### config.mk
export PLATFORM = sky130hd
export DESIGN_NAME = dm_hart_cmd_ctrl
export DESIGN_NICKNAME = d
export VERILOG_FILES = /design/src/rtl/dm_hart_cmd_ctrl.sv
export SDC_FILE = /design/constraint.sdc
export NUM_CORES = 1
export LEC_CHECK = 0
export BUFFER_PORTS_ARGS = -buffer_cell sky130_fd_sc_hd__buf_2
export CAP_MARGIN = 20
export CORE_UTILIZATION = 49
export CTS_CLUSTER_SIZE = 20
export DETAILED_ROUTE_END_ITERATION = 10
export PLACE_DENSITY = 0.78
export SLEW_MARGIN = 15
export SYNTH_ARGS = -nofsm -noshare
export SYNTH_HDL_FRONTEND = slang
export SYNTH_SLANG_ARGS = --single-unit
export TNS_END_PERCENT = 100
### constraint.sdc
create_clock -name clk_i -period 2.25 [get_ports clk_i]
set_input_delay 0.1125 -clock clk_i [delete_from_list [all_inputs] [get_ports clk_i]]
set_output_delay 0.1125 -clock clk_i [all_outputs]
set_load 0.05 [all_outputs]
### src/rtl/dm_hart_cmd_ctrl.sv
// Abstract-command / resume sequencer steering go and resume to the selected hart.
// Latency: go_o/resume_o/cmdbusy_o follow the registered state, one cycle after the triggering input.
// Backpressure: none; a command written while busy is dropped and flagged with cmderror=1.
module dm_hart_cmd_ctrl #(
  parameter int NR_HARTS  = 4,
  parameter int HARTSEL_W = 2,
  parameter int TIMEOUT_W = 10
) (
  input  logic                 clk_i,
  input  logic                 rst_i,
  input  logic [HARTSEL_W-1:0] hartsel_i,
  input  logic                 cmd_valid_i,
  input  logic                 unsupported_command_i,
  input  logic                 resumereq_i,
  input  logic                 haltreq_i,
  input  logic                 ndmreset_i,
  input  logic                 cmderror_clr_i,
  input  logic [NR_HARTS-1:0]  halted_i,
  input  logic [NR_HARTS-1:0]  halt_ack_i,
  input  logic [NR_HARTS-1:0]  going_i,
  input  logic [NR_HARTS-1:0]  resuming_i,
  input  logic [NR_HARTS-1:0]  exception_i,
  output logic [NR_HARTS-1:0]  go_o,
  output logic [NR_HARTS-1:0]  resume_o,
  output logic                 cmdbusy_o,
  output logic [2:0]           cmderror_o,
  output logic                 timeout_o
);

  typedef enum logic [1:0] {IDLE, GO, EXEC, RESUME} state_t;

  localparam logic [2:0] ERR_NONE  = 3'd0;
  localparam logic [2:0] ERR_BUSY  = 3'd1;
  localparam logic [2:0] ERR_UNSUP = 3'd2;
  localparam logic [2:0] ERR_EXC   = 3'd3;
  localparam logic [2:0] ERR_HART  = 3'd4;
  localparam logic [2:0] ERR_TMO   = 3'd7;

  state_t               state_q, state_d;
  logic [HARTSEL_W-1:0] sel_q, sel_d;
  logic [TIMEOUT_W-1:0] wdog_q, wdog_d, wdog_inc;
  logic [2:0]           cmderror_q, cmderror_d, err_d;
  logic                 timeout_q, timeout_d;
  logic [NR_HARTS-1:0]  sel_oh;
  logic                 req_halted;
  logic                 going_sel, ack_sel, resuming_sel, exc_sel, tmo_hit;

  // One-hot of the latched hart, and halted status of the requested hart
  // (an out-of-range hartsel matches no bit, so it reads as not halted).
  always_comb begin
    sel_oh     = '0;
    req_halted = 1'b0;
    for (int i = 0; i < NR_HARTS; i++) begin
      if (sel_q == HARTSEL_W'(i))     sel_oh[i]  = 1'b1;
      if (hartsel_i == HARTSEL_W'(i)) req_halted = halted_i[i];
    end
  end

  assign going_sel    = |(going_i & sel_oh);
  assign ack_sel      = |(halt_ack_i & sel_oh);
  assign resuming_sel = |(resuming_i & sel_oh);
  assign exc_sel      = |(exception_i & sel_oh);
  assign wdog_inc     = wdog_q + TIMEOUT_W'(1);
  // Abort on the edge where the counter would reach all-ones: 2**TIMEOUT_W-1 cycles spent in the state.
  assign tmo_hit      = (wdog_inc == {TIMEOUT_W{1'b1}});

  // Next-state, error code and watchdog decode; progress events are checked before the watchdog.
  always_comb begin
    state_d   = state_q;
    sel_d     = sel_q;
    err_d     = ERR_NONE;
    timeout_d = 1'b0;
    unique case (state_q)
      IDLE: begin
        if (cmd_valid_i) begin
          if (unsupported_command_i) err_d = ERR_UNSUP;
          else if (!req_halted)      err_d = ERR_HART;
          else begin
            state_d = GO;
            sel_d   = hartsel_i;
          end
        end else if (resumereq_i && !haltreq_i && req_halted) begin
          state_d = RESUME;
          sel_d   = hartsel_i;
        end
      end
      GO: begin
        if (going_sel) state_d = EXEC;
        else if (tmo_hit) begin
          state_d = IDLE; err_d = ERR_TMO; timeout_d = 1'b1;
        end
      end
      EXEC: begin
        if (exc_sel) begin
          state_d = IDLE; err_d = ERR_EXC;
        end else if (ack_sel) state_d = IDLE;
        else if (tmo_hit) begin
          state_d = IDLE; err_d = ERR_TMO; timeout_d = 1'b1;
        end
      end
      RESUME: begin
        if (resuming_sel) state_d = IDLE;
        else if (tmo_hit) begin
          state_d = IDLE; err_d = ERR_TMO; timeout_d = 1'b1;
        end
      end
      default: state_d = IDLE;
    endcase
    // A command written while busy is reported only if nothing higher ranked fired this cycle.
    if (state_q != IDLE && cmd_valid_i && err_d == ERR_NONE) err_d = ERR_BUSY;
    // ndmreset aborts whatever is running without touching cmderror or the latched hart.
    if (ndmreset_i) begin
      state_d   = IDLE;
      sel_d     = sel_q;
      err_d     = ERR_NONE;
      timeout_d = 1'b0;
    end
    wdog_d = (state_d == IDLE || state_d != state_q) ? '0 : wdog_inc;
    // First error is sticky; a clear in the same cycle as a new error leaves the new error.
    cmderror_d = (cmderror_clr_i || cmderror_q == ERR_NONE) ? err_d : cmderror_q;
  end

  // State, hart latch, watchdog and error registers.
  always_ff @(posedge clk_i or posedge rst_i) begin
    if (rst_i) begin
      state_q    <= IDLE;
      sel_q      <= '0;
      wdog_q     <= '0;
      cmderror_q <= ERR_NONE;
      timeout_q  <= 1'b0;
    end else begin
      state_q    <= state_d;
      sel_q      <= sel_d;
      wdog_q     <= wdog_d;
      cmderror_q <= cmderror_d;
      timeout_q  <= timeout_d;
    end
  end

  assign go_o       = (state_q == GO)     ? sel_oh : '0;
  assign resume_o   = (state_q == RESUME) ? sel_oh : '0;
  assign cmdbusy_o  = (state_q != IDLE);
  assign cmderror_o = cmderror_q;
  assign timeout_o  = timeout_q;

endmodule

==> flow_summary.html, run 1 <==
<table>
<tr><th>Metric</th><th>Value</th></tr>
<tr><th colspan="2">Outcome</th></tr>
<tr><td>Result of the run</td><td>finished, final reports clean</td></tr>
<tr><th colspan="2">Routing</th></tr>
<tr><td>Vias per cell</td><td>5.50</td></tr>
<tr><td>Iteration count of the initial detailed-routing pass</td><td>5</td></tr>
<tr><td>Iteration-0 DRC count of the detailed router</td><td>25</td></tr>
<tr><td>Routed Antenna Nets</td><td>0</td></tr>
<tr><td>DRC violations left</td><td>0</td></tr>
<tr><td>Vias</td><td>1171</td></tr>
<tr><td>Routed wire length</td><td>2.63 mm</td></tr>
<tr><td>Routed len/inst</td><td>12.4 um</td></tr>
<tr><th colspan="2">Clock network</th></tr>
<tr><td>Clock latency reported for the late side of the worst-skew pair</td><td>290 ps</td></tr>
<tr><td>Number of buffers added by the clock tree synthesis step</td><td>3</td></tr>
<tr><td>Worst-case clock buffer depth</td><td>2</td></tr>
<tr><td>Max H-tree Level</td><td>1</td></tr>
<tr><td>Root Buffer Master</td><td>sky130_fd_sc_hd__clkbuf_4</td></tr>
<tr><td>Post-CTS Setup Bufs</td><td>0</td></tr>
<tr><td>Sink count of the clock tree</td><td>18</td></tr>
<tr><td>CTS tree</td><td>yes</td></tr>
<tr><td>Reg clk slew, reported paths</td><td>100 ps</td></tr>
<tr><th colspan="2">Power and ir drop</th></tr>
<tr><td>Relative contribution of the clock network to total power</td><td>22.5%</td></tr>
<tr><td>Share of power burned in registers</td><td>43.2%</td></tr>
<tr><td>Psw</td><td>0.304 mW</td></tr>
<tr><td>Leakage component of the power</td><td>0.740 nW</td></tr>
<tr><td>Power per unit of standard cell area</td><td>584 nW/um^2</td></tr>
<tr><td>Switching part of the total power</td><td>34.2%</td></tr>
<tr><td>IR Drop Worst-Case VDD</td><td>518 uV</td></tr>
<tr><td>Logic pwr share</td><td>34.4%</td></tr>
<tr><td>Internal Power</td><td>0.584 mW</td></tr>
<tr><th colspan="2">STA</th></tr>
<tr><td>Number of setup violations in the final report</td><td>0</td></tr>
<tr><td>Timing-limited maximum frequency</td><td>0.498 GHz</td></tr>
<tr><td>Final number of hold-violating endpoints</td><td>0</td></tr>
<tr><td>Final critical path time including I/O delays and setup</td><td>2010 ps</td></tr>
<tr><td>Actual slew at the worst max-slew pin</td><td>672 ps</td></tr>
<tr><td>Setup TNS after final layout</td><td>0 ps</td></tr>
<tr><td>Final count of pins violating max slew</td><td>0</td></tr>
<tr><td>RSZ-0062 raised after global routing</td><td>false</td></tr>
<tr><td>Final Cycle Share</td><td>89.2%</td></tr>
<tr><td>Hold WS</td><td>58.5 ps</td></tr>
<tr><td>Worst slew margin relative to its limit</td><td>55.2%</td></tr>
<tr><td>Fin Clk Skew</td><td>2.86 ps</td></tr>
<tr><th colspan="2">Critical path</th></tr>
<tr><td>Delay of the slowest cell on the worst path</td><td>570 ps</td></tr>
<tr><td>Nature of the critical path endpoint</td><td>flop</td></tr>
<tr><td>Required time at the worst-slack endpoint</td><td>2430 ps</td></tr>
<tr><td>Crit path buffers/inverters</td><td>0</td></tr>
<tr><td>Cells traversed along the worst timing path</td><td>mux2i_1 -&gt; and3_4 -&gt; o41ai_2 -&gt; a21oi_1 -&gt; o21a_1 -&gt; a221o_1</td></tr>
<tr><td>Setup Crit Path Kind</td><td>reg -&gt; reg</td></tr>
<tr><td>Cell family with the largest share of critical-path delay</td><td>compound AO/OA/AOI/OAI gates</td></tr>
<tr><td>Nature of the critical path startpoint</td><td>flop</td></tr>
<tr><td>Max Fanout on Critical Path</td><td>8</td></tr>
<tr><td>Critical Path Slowest Stage Cell</td><td>sky130_fd_sc_hd__dfrtp_1</td></tr>
<tr><td>Data arrival at the endpoint of the critical path</td><td>2190 ps</td></tr>
<tr><th colspan="2">Final layout</th></tr>
<tr><td>Final Cell Area</td><td>1520 um^2</td></tr>
<tr><td>Layout Nets</td><td>218</td></tr>
<tr><td>Top library cells by usage in the layout, fill and taps aside</td><td>sky130_fd_sc_hd__buf_2 (42), sky130_fd_sc_hd__nor2_1 (27), sky130_fd_sc_hd__dfrtp_1 (18)</td></tr>
<tr><td>Antenna diode count</td><td>0</td></tr>
<tr><td>Layout cell share with drive strength beyond 1</td><td>31.4%</td></tr>
<tr><td>Commonest non-fill, non-tap cell in the layout</td><td>sky130_fd_sc_hd__buf_2</td></tr>
<tr><td>Area Growth Syn to Fin</td><td>21.8%</td></tr>
<tr><th colspan="2">Placed design</th></tr>
<tr><td>DPL Wire Length</td><td>2.13 mm</td></tr>
<tr><td>Instance area at placement</td><td>1480 um^2</td></tr>
<tr><td>Placer Congestion</td><td>0.832</td></tr>
<tr><td>Port Buffer Count</td><td>42</td></tr>
<tr><th colspan="2">Yosys</th></tr>
<tr><td>Count of synthesis-stage warnings from yosys</td><td>0</td></tr>
<tr><td>Post-synthesis instance area</td><td>1250 um^2</td></tr>
<tr><td>Cell count after synthesis</td><td>141</td></tr>
<tr><td>Synth Net Count</td><td>173</td></tr>
<tr><td>Largest cells by area after synthesis</td><td>sky130_fd_sc_hd__dfrtp_1 (36%), sky130_fd_sc_hd__nor2_1 (8.1%), sky130_fd_sc_hd__mux4_2 (7.2%)</td></tr>
<tr><td>Number of distinct standard cells referenced by the synthesized netlist</td><td>36</td></tr>
<tr><td>Post-synth top area cell</td><td>sky130_fd_sc_hd__dfrtp_1</td></tr>
<tr><td>Number of register bits inferred by synthesis</td><td>18</td></tr>
<tr><td>Area share of the largest cell type after synthesis</td><td>36.1%</td></tr>
<tr><td>Share of the yosys chip area belonging to registers</td><td>36.1%</td></tr>
<tr><td>Mean area per synthesized cell</td><td>8.86 um^2</td></tr>
<tr><th colspan="2">Floorplan</th></tr>
<tr><td>Initial standard-cell utilization of the core</td><td>54.4%</td></tr>
<tr><td>Row count</td><td>17</td></tr>
<tr><td>Placeable core area</td><td>2300 um^2</td></tr>
<tr><td>Die width</td><td>52.5 um</td></tr>
<tr><td>Vertical extent of the die</td><td>52.5 um</td></tr>
<tr><td>Total Die Area</td><td>2750 um^2</td></tr>
<tr><td>Top-level port count</td><td>43</td></tr>
<tr><th colspan="2">Global route</th></tr>
<tr><td>First-pass GRT wire length</td><td>4.61 mm</td></tr>
<tr><td>Vias in the first global route</td><td>1133</td></tr>
<tr><td>Number of antenna violations at the first check in global routing</td><td>0</td></tr>
<tr><td>Gr usage total</td><td>22.7%</td></tr>
<tr><td>Maximum number of pins on one net before global-route repair</td><td>19</td></tr>
<tr><td>Overflow left after global routing</td><td>0</td></tr>
<tr><th colspan="2">Min path</th></tr>
<tr><td>Path type of the worst min-delay path</td><td>in -&gt; reg</td></tr>
<tr><th colspan="2">Flow run</th></tr>
<tr><td>MaxCap Viol Count</td><td>0</td></tr>
</table>
==> path summary, 6_finish.rpt <==
path,startpoint,end,slack (ps),depth (start not counted)
max,sel_q[1]$_DFFE_PP0P_,cmderror_o[1]$_DFFE_PP0P_,240,6
min,ndmreset_i,timeout_o$_DFF_PP0_,60,2
max reg2reg,sel_q[1]$_DFFE_PP0P_,cmderror_o[1]$_DFFE_PP0P_,240,6
min reg2reg,wdog_q[0]$_DFF_PP0_,wdog_q[0]$_DFF_PP0_,500,1
max in group asynchronous,rst_i,sel_q[1]$_DFFE_PP0P_,1380,3
min in group asynchronous,rst_i,cmderror_o[0]$_DFFE_PP0P_,450,3
==> worst register-to-register path: stages (launching register included) <==
cell and delay [ps]:
sky130_fd_sc_hd__dfrtp_1 570, sky130_fd_sc_hd__mux2i_1 160, sky130_fd_sc_hd__and3_4 200, sky130_fd_sc_hd__o41ai_2 440, sky130_fd_sc_hd__a21oi_1 120, sky130_fd_sc_hd__o21a_1 140
sky130_fd_sc_hd__a221o_1 270
==> synth_stat cells (all sizes together) <==
library cell / instances
a21oi: 6
a221o: 2
and2: 3
and3: 1
and3b: 1
buf: 5
dfrtp: 18
ha: 2
inv: 9
mux2: 3
mux2i: 2
mux4: 4
nand2: 15
nand2b: 4
nand3: 4
nand3b: 1
nand4: 1
nor2: 27
nor2b: 2
nor3: 4
nor3b: 3
nor4: 2
nor4b: 1
o211ai: 2
o21a: 3
o21ai: 2
o21bai: 1
o221ai: 1
o32ai: 1
o41ai: 1
or4: 1
or4b: 1
xnor2: 2
xor2: 6
==> metrics by stage <==
step	total power, mW	utilization (%)	setup WS [ps]	instances
6_report	0.888	66.2	243	213
5_1_grt	0.941	66.2	125	213
4_1_cts	0.898	66.2	244	213
3_5_place_dp	0.696	64.2	267	208
3_3_place_gp	0.681	64.2	332	208
2_1_floorplan	0.626	-	306	141
==> registers in the layout (all words and copies together), names as in the netlist <==
signal,count
cmderror_o,3
sel_q,2
state_q,2
timeout_o,1
wdog_q,10
==> final cells by class <==
| class | count | area [um^2] |
|---|---|---|
| Fill cell | 207 | 776 |
| Multi-Input combinational cell | 109 | 731 |
| Sequential cell | 18 | 450 |
| Timing Repair Buffer | 45 | 235 |
| Clock buffer | 4 | 36.3 |
| Tap cell | 28 | 35.0 |
| Inverter | 9 | 33.8 |
==> power by group through the flow <==
stage | registers (mW) | logic [mW] | clock network (mW)
after floorplan | 0.384 | 0.241 | 0
after CTS | 0.384 | 0.307 | 0.207
after global routing | 0.387 | 0.336 | 0.219
after detailed placement | 0.390 | 0.306 | 0
final | 0.383 | 0.305 | 0.200
after global placement | 0.387 | 0.294 | 0
==> cells by family after synthesis <==
| group | synth area share (%) |
|---|---|
| muxes | 11.5 |
| buffers and inverters | 5.41 |
| adders and majority gates | 2.00 |
| and+or+nand+nor | 28.3 |
| xor gates and xnor gates | 5.61 |
| DFF | 36.1 |
| AOI/OAI and AO/OA | 11.1 |
==> metal layers <==
layer / wire [um] / vias up / share of wire, % / global-route usage (%)
met2: 1340 / 30 / 51 / 39.2
met4: 30 / 0 / 1.1 / 6.58
met3: 115 / 4 / 4.4 / 5.51
li1: - / 585 / - / -
met1: 1150 / 552 / 44 / 27.7
met5: 0 / - / 0 / 0
==> repair_timing <==
action / in CTS / in global routing
hold buffers: 1 / 0
hold endpoints to repair: 18 / 0
resized for setup: 0 / 0
No activity file was read; power rests on OpenSTA's default activity.
==> inputs of run 2 (changes only) <==
Settings changed: ABC_CLOCK_PERIOD_IN_PS set to 2029.
Clock period 2.25 ns to 2.03 ns, I/O delays scaled along.
==> run 2 against run 1 <==
  * Total power grew 8.4%
  * Sequential cell count unchanged
  * Sequential power up 8.4%
  * Largest cell class unchanged
  * Largest power group unchanged
==> flow_summary.html, run 2 (synthesis results as in run 1) <==
<table>
<tr><th>Metric</th><th>Value</th></tr>
<tr><th colspan="2">Critical path</th></tr>
<tr><td>Max Fanout on Critical Path</td><td>10</td></tr>
<tr><td>Critical Path Slowest Stage Cell</td><td>sky130_fd_sc_hd__dfrtp_1</td></tr>
<tr><td>Setup Crit Path Kind</td><td>reg -&gt; reg</td></tr>
<tr><td>Nature of the critical path startpoint</td><td>flop</td></tr>
<tr><td>Data arrival at the endpoint of the critical path</td><td>2150 ps</td></tr>
<tr><td>Required time at the worst-slack endpoint</td><td>2250 ps</td></tr>
<tr><td>Cells traversed along the worst timing path</td><td>ha_1 -&gt; and2_1 -&gt; nor4b_2 -&gt; o21a_1 -&gt; o21ai_0 -&gt; nand3b_4 -&gt; nor2_1</td></tr>
<tr><td>Delay of the slowest cell on the worst path</td><td>420 ps</td></tr>
<tr><td>Nature of the critical path endpoint</td><td>flop</td></tr>
<tr><th colspan="2">Placed design</th></tr>
<tr><td>Port Buffer Count</td><td>42</td></tr>
<tr><td>DPL Wire Length</td><td>2.28 mm</td></tr>
<tr><td>Placer Congestion</td><td>0.866</td></tr>
<tr><td>Total instance count after detailed placement</td><td>209</td></tr>
<tr><td>Instance area at placement</td><td>1480 um^2</td></tr>
<tr><th colspan="2">Final layout</th></tr>
<tr><td>Commonest non-fill, non-tap cell in the layout</td><td>sky130_fd_sc_hd__buf_2</td></tr>
<tr><td>Number of flip-flops in the largest register</td><td>10</td></tr>
<tr><td>Biggest register</td><td>wdog_q</td></tr>
<tr><td>Layout cell share with drive strength beyond 1</td><td>33.5%</td></tr>
<tr><td>Number of non-filler instances in the completed layout</td><td>213</td></tr>
<tr><td>Layout Nets</td><td>219</td></tr>
<tr><td>Antenna diode count</td><td>0</td></tr>
<tr><td>Final Cell Area</td><td>1550 um^2</td></tr>
<tr><td>Final core area utilization</td><td>67.4%</td></tr>
<tr><td>Top library cells by usage in the layout, fill and taps aside</td><td>sky130_fd_sc_hd__buf_2 (42), sky130_fd_sc_hd__nor2_1 (27), sky130_fd_sc_hd__dfrtp_1 (18)</td></tr>
<tr><td>Fillers</td><td>200</td></tr>
<tr><td>Area Growth Syn to Fin</td><td>23.9%</td></tr>
<tr><th colspan="2">Global route</th></tr>
<tr><td>Overflow left after global routing</td><td>0</td></tr>
<tr><td>First-pass GRT wire length</td><td>4.86 mm</td></tr>
<tr><td>Vias in the first global route</td><td>1161</td></tr>
<tr><td>Maximum number of pins on one net before global-route repair</td><td>19</td></tr>
<tr><td>Number of antenna violations at the first check in global routing</td><td>0</td></tr>
<tr><td>Gr usage total</td><td>24.2%</td></tr>
<tr><th colspan="2">Clock network</th></tr>
<tr><td>Post-CTS Setup Bufs</td><td>0</td></tr>
<tr><td>Max H-tree Level</td><td>1</td></tr>
<tr><td>Reg clk slew, reported paths</td><td>100 ps</td></tr>
<tr><td>Worst-case clock buffer depth</td><td>2</td></tr>
<tr><td>CTS tree</td><td>yes</td></tr>
<tr><td>Number of buffers added by the clock tree synthesis step</td><td>3</td></tr>
<tr><td>Root Buffer Master</td><td>sky130_fd_sc_hd__clkbuf_4</td></tr>
<tr><td>Clock latency reported for the late side of the worst-skew pair</td><td>290 ps</td></tr>
<tr><td>Sink count of the clock tree</td><td>18</td></tr>
<tr><th colspan="2">Routing</th></tr>
<tr><td>Routed len/inst</td><td>13.7 um</td></tr>
<tr><td>Vias</td><td>1171</td></tr>
<tr><td>Routed Antenna Nets</td><td>0</td></tr>
<tr><td>Routed wire length</td><td>2.92 mm</td></tr>
<tr><td>DRC violations left</td><td>0</td></tr>
<tr><td>Vias per cell</td><td>5.50</td></tr>
<tr><td>Iteration count of the initial detailed-routing pass</td><td>4</td></tr>
<tr><td>Iteration-0 DRC count of the detailed router</td><td>14</td></tr>
<tr><th colspan="2">STA</th></tr>
<tr><td>Actual slew at the worst max-slew pin</td><td>681 ps</td></tr>
<tr><td>Final Cycle Share</td><td>94.8%</td></tr>
<tr><td>Worst slew margin relative to its limit</td><td>54.5%</td></tr>
<tr><td>Number of setup violations in the final report</td><td>0</td></tr>
<tr><td>Setup TNS after final layout</td><td>0 ps</td></tr>
<tr><td>Final number of hold-violating endpoints</td><td>0</td></tr>
<tr><td>Fin Clk Skew</td><td>4.19 ps</td></tr>
<tr><td>Timing-limited maximum frequency</td><td>0.520 GHz</td></tr>
<tr><td>Final critical path time including I/O delays and setup</td><td>1920 ps</td></tr>
<tr><td>Final count of pins violating max slew</td><td>0</td></tr>
<tr><th colspan="2">Floorplan</th></tr>
<tr><td>Vertical extent of the die</td><td>52.5 um</td></tr>
<tr><td>Die width</td><td>52.5 um</td></tr>
<tr><td>Initial standard-cell utilization of the core</td><td>54.4%</td></tr>
<tr><td>Total Die Area</td><td>2750 um^2</td></tr>
<tr><td>Top-level port count</td><td>43</td></tr>
<tr><td>Row count</td><td>17</td></tr>
<tr><td>Placeable core area</td><td>2300 um^2</td></tr>
<tr><th colspan="2">Outcome</th></tr>
<tr><td>Result of the run</td><td>finished, final reports clean</td></tr>
<tr><th colspan="2">Power and ir drop</th></tr>
<tr><td>Leakage component of the power</td><td>0.744 nW</td></tr>
<tr><td>Post-route total power</td><td>0.962 mW</td></tr>
<tr><td>Power per unit of standard cell area</td><td>622 nW/um^2</td></tr>
<tr><td>IR Drop Worst-Case VDD</td><td>605 uV</td></tr>
<tr><th colspan="2">Flow run</th></tr>
<tr><td>MaxCap Viol Count</td><td>0</td></tr>
<tr><th colspan="2">Min path</th></tr>
<tr><td>Path type of the worst min-delay path</td><td>in -&gt; reg</td></tr>
</table>
==> run 2: per-layer routing <==
layer  part of all wire (%)  track usage (%)  wire, um  vias to the layer above
met5                      0                0         0                        -
met1                     41             27.5      1210                      553
met2                     53             45.6      1560                       33
met3                    4.7             6.67       138                        2
met4                   0.41             3.07        12                        0
li1                       -                -         -                      583
==> run 2: path summary, 6_finish.rpt <==
check | from | end | slack, ps | depth (start not counted)
max | wdog_q[0]$_DFF_PP0_ | wdog_q[7]$_DFF_PP0_ | 110 | 7
max reg2reg | wdog_q[0]$_DFF_PP0_ | wdog_q[7]$_DFF_PP0_ | 110 | 7
min | ndmreset_i | timeout_o$_DFF_PP0_ | 40 | 2
min reg2reg | wdog_q[0]$_DFF_PP0_ | wdog_q[0]$_DFF_PP0_ | 520 | 1
min in group asynchronous | rst_i | cmderror_o[2]$_DFFE_PP0P_ | 450 | 3
max in group asynchronous | rst_i | wdog_q[4]$_DFF_PP0_ | 1140 | 3
==> run 2: timing repair <==
action | 4_1_cts | 5_1_grt
resized for setup | 0 | 5
hold endpoints to repair | 18 | 0
hold buffers | 1 | 0
setup endpoints to repair | 0 | 12
==> run 2: area by class of cell <==
cell class                 count  area (um^2)  area share (%)
multi-input combinational    109          763            49.3
sequential                    18          450            29.1
timing repair buffer          46          243            15.7
tap                           28         35.0            2.26
inverter                       9         33.8            2.18
clock buffer                   3         22.5            1.46
==> run 2: worst max-delay path: cells and delay by family, from the launching register on <==
kind	cells	cell delay, ps
DFF	1	420
adders and majority gates	1	220
and+or+nand+nor	4	670
AOI/OAI and AO/OA	2	560
==> run 2: report_power, final <==
part,leakage (nW),total (mW),switching [mW],internal (mW)
registers,0.245,0.415,0.0335,0.382
logic,0.484,0.368,0.199,0.169
clock network,0.0138,0.179,0.110,0.0691
==> run 2: through the flow <==
stage	hold slack, ps	setup slack [ps]
3_5_place_dp	246	125
6_report	38.6	105
3_3_place_gp	235	154
5_1_grt	43.8	-47.2
4_1_cts	26.5	104
2_1_floorplan	40.1	96.9
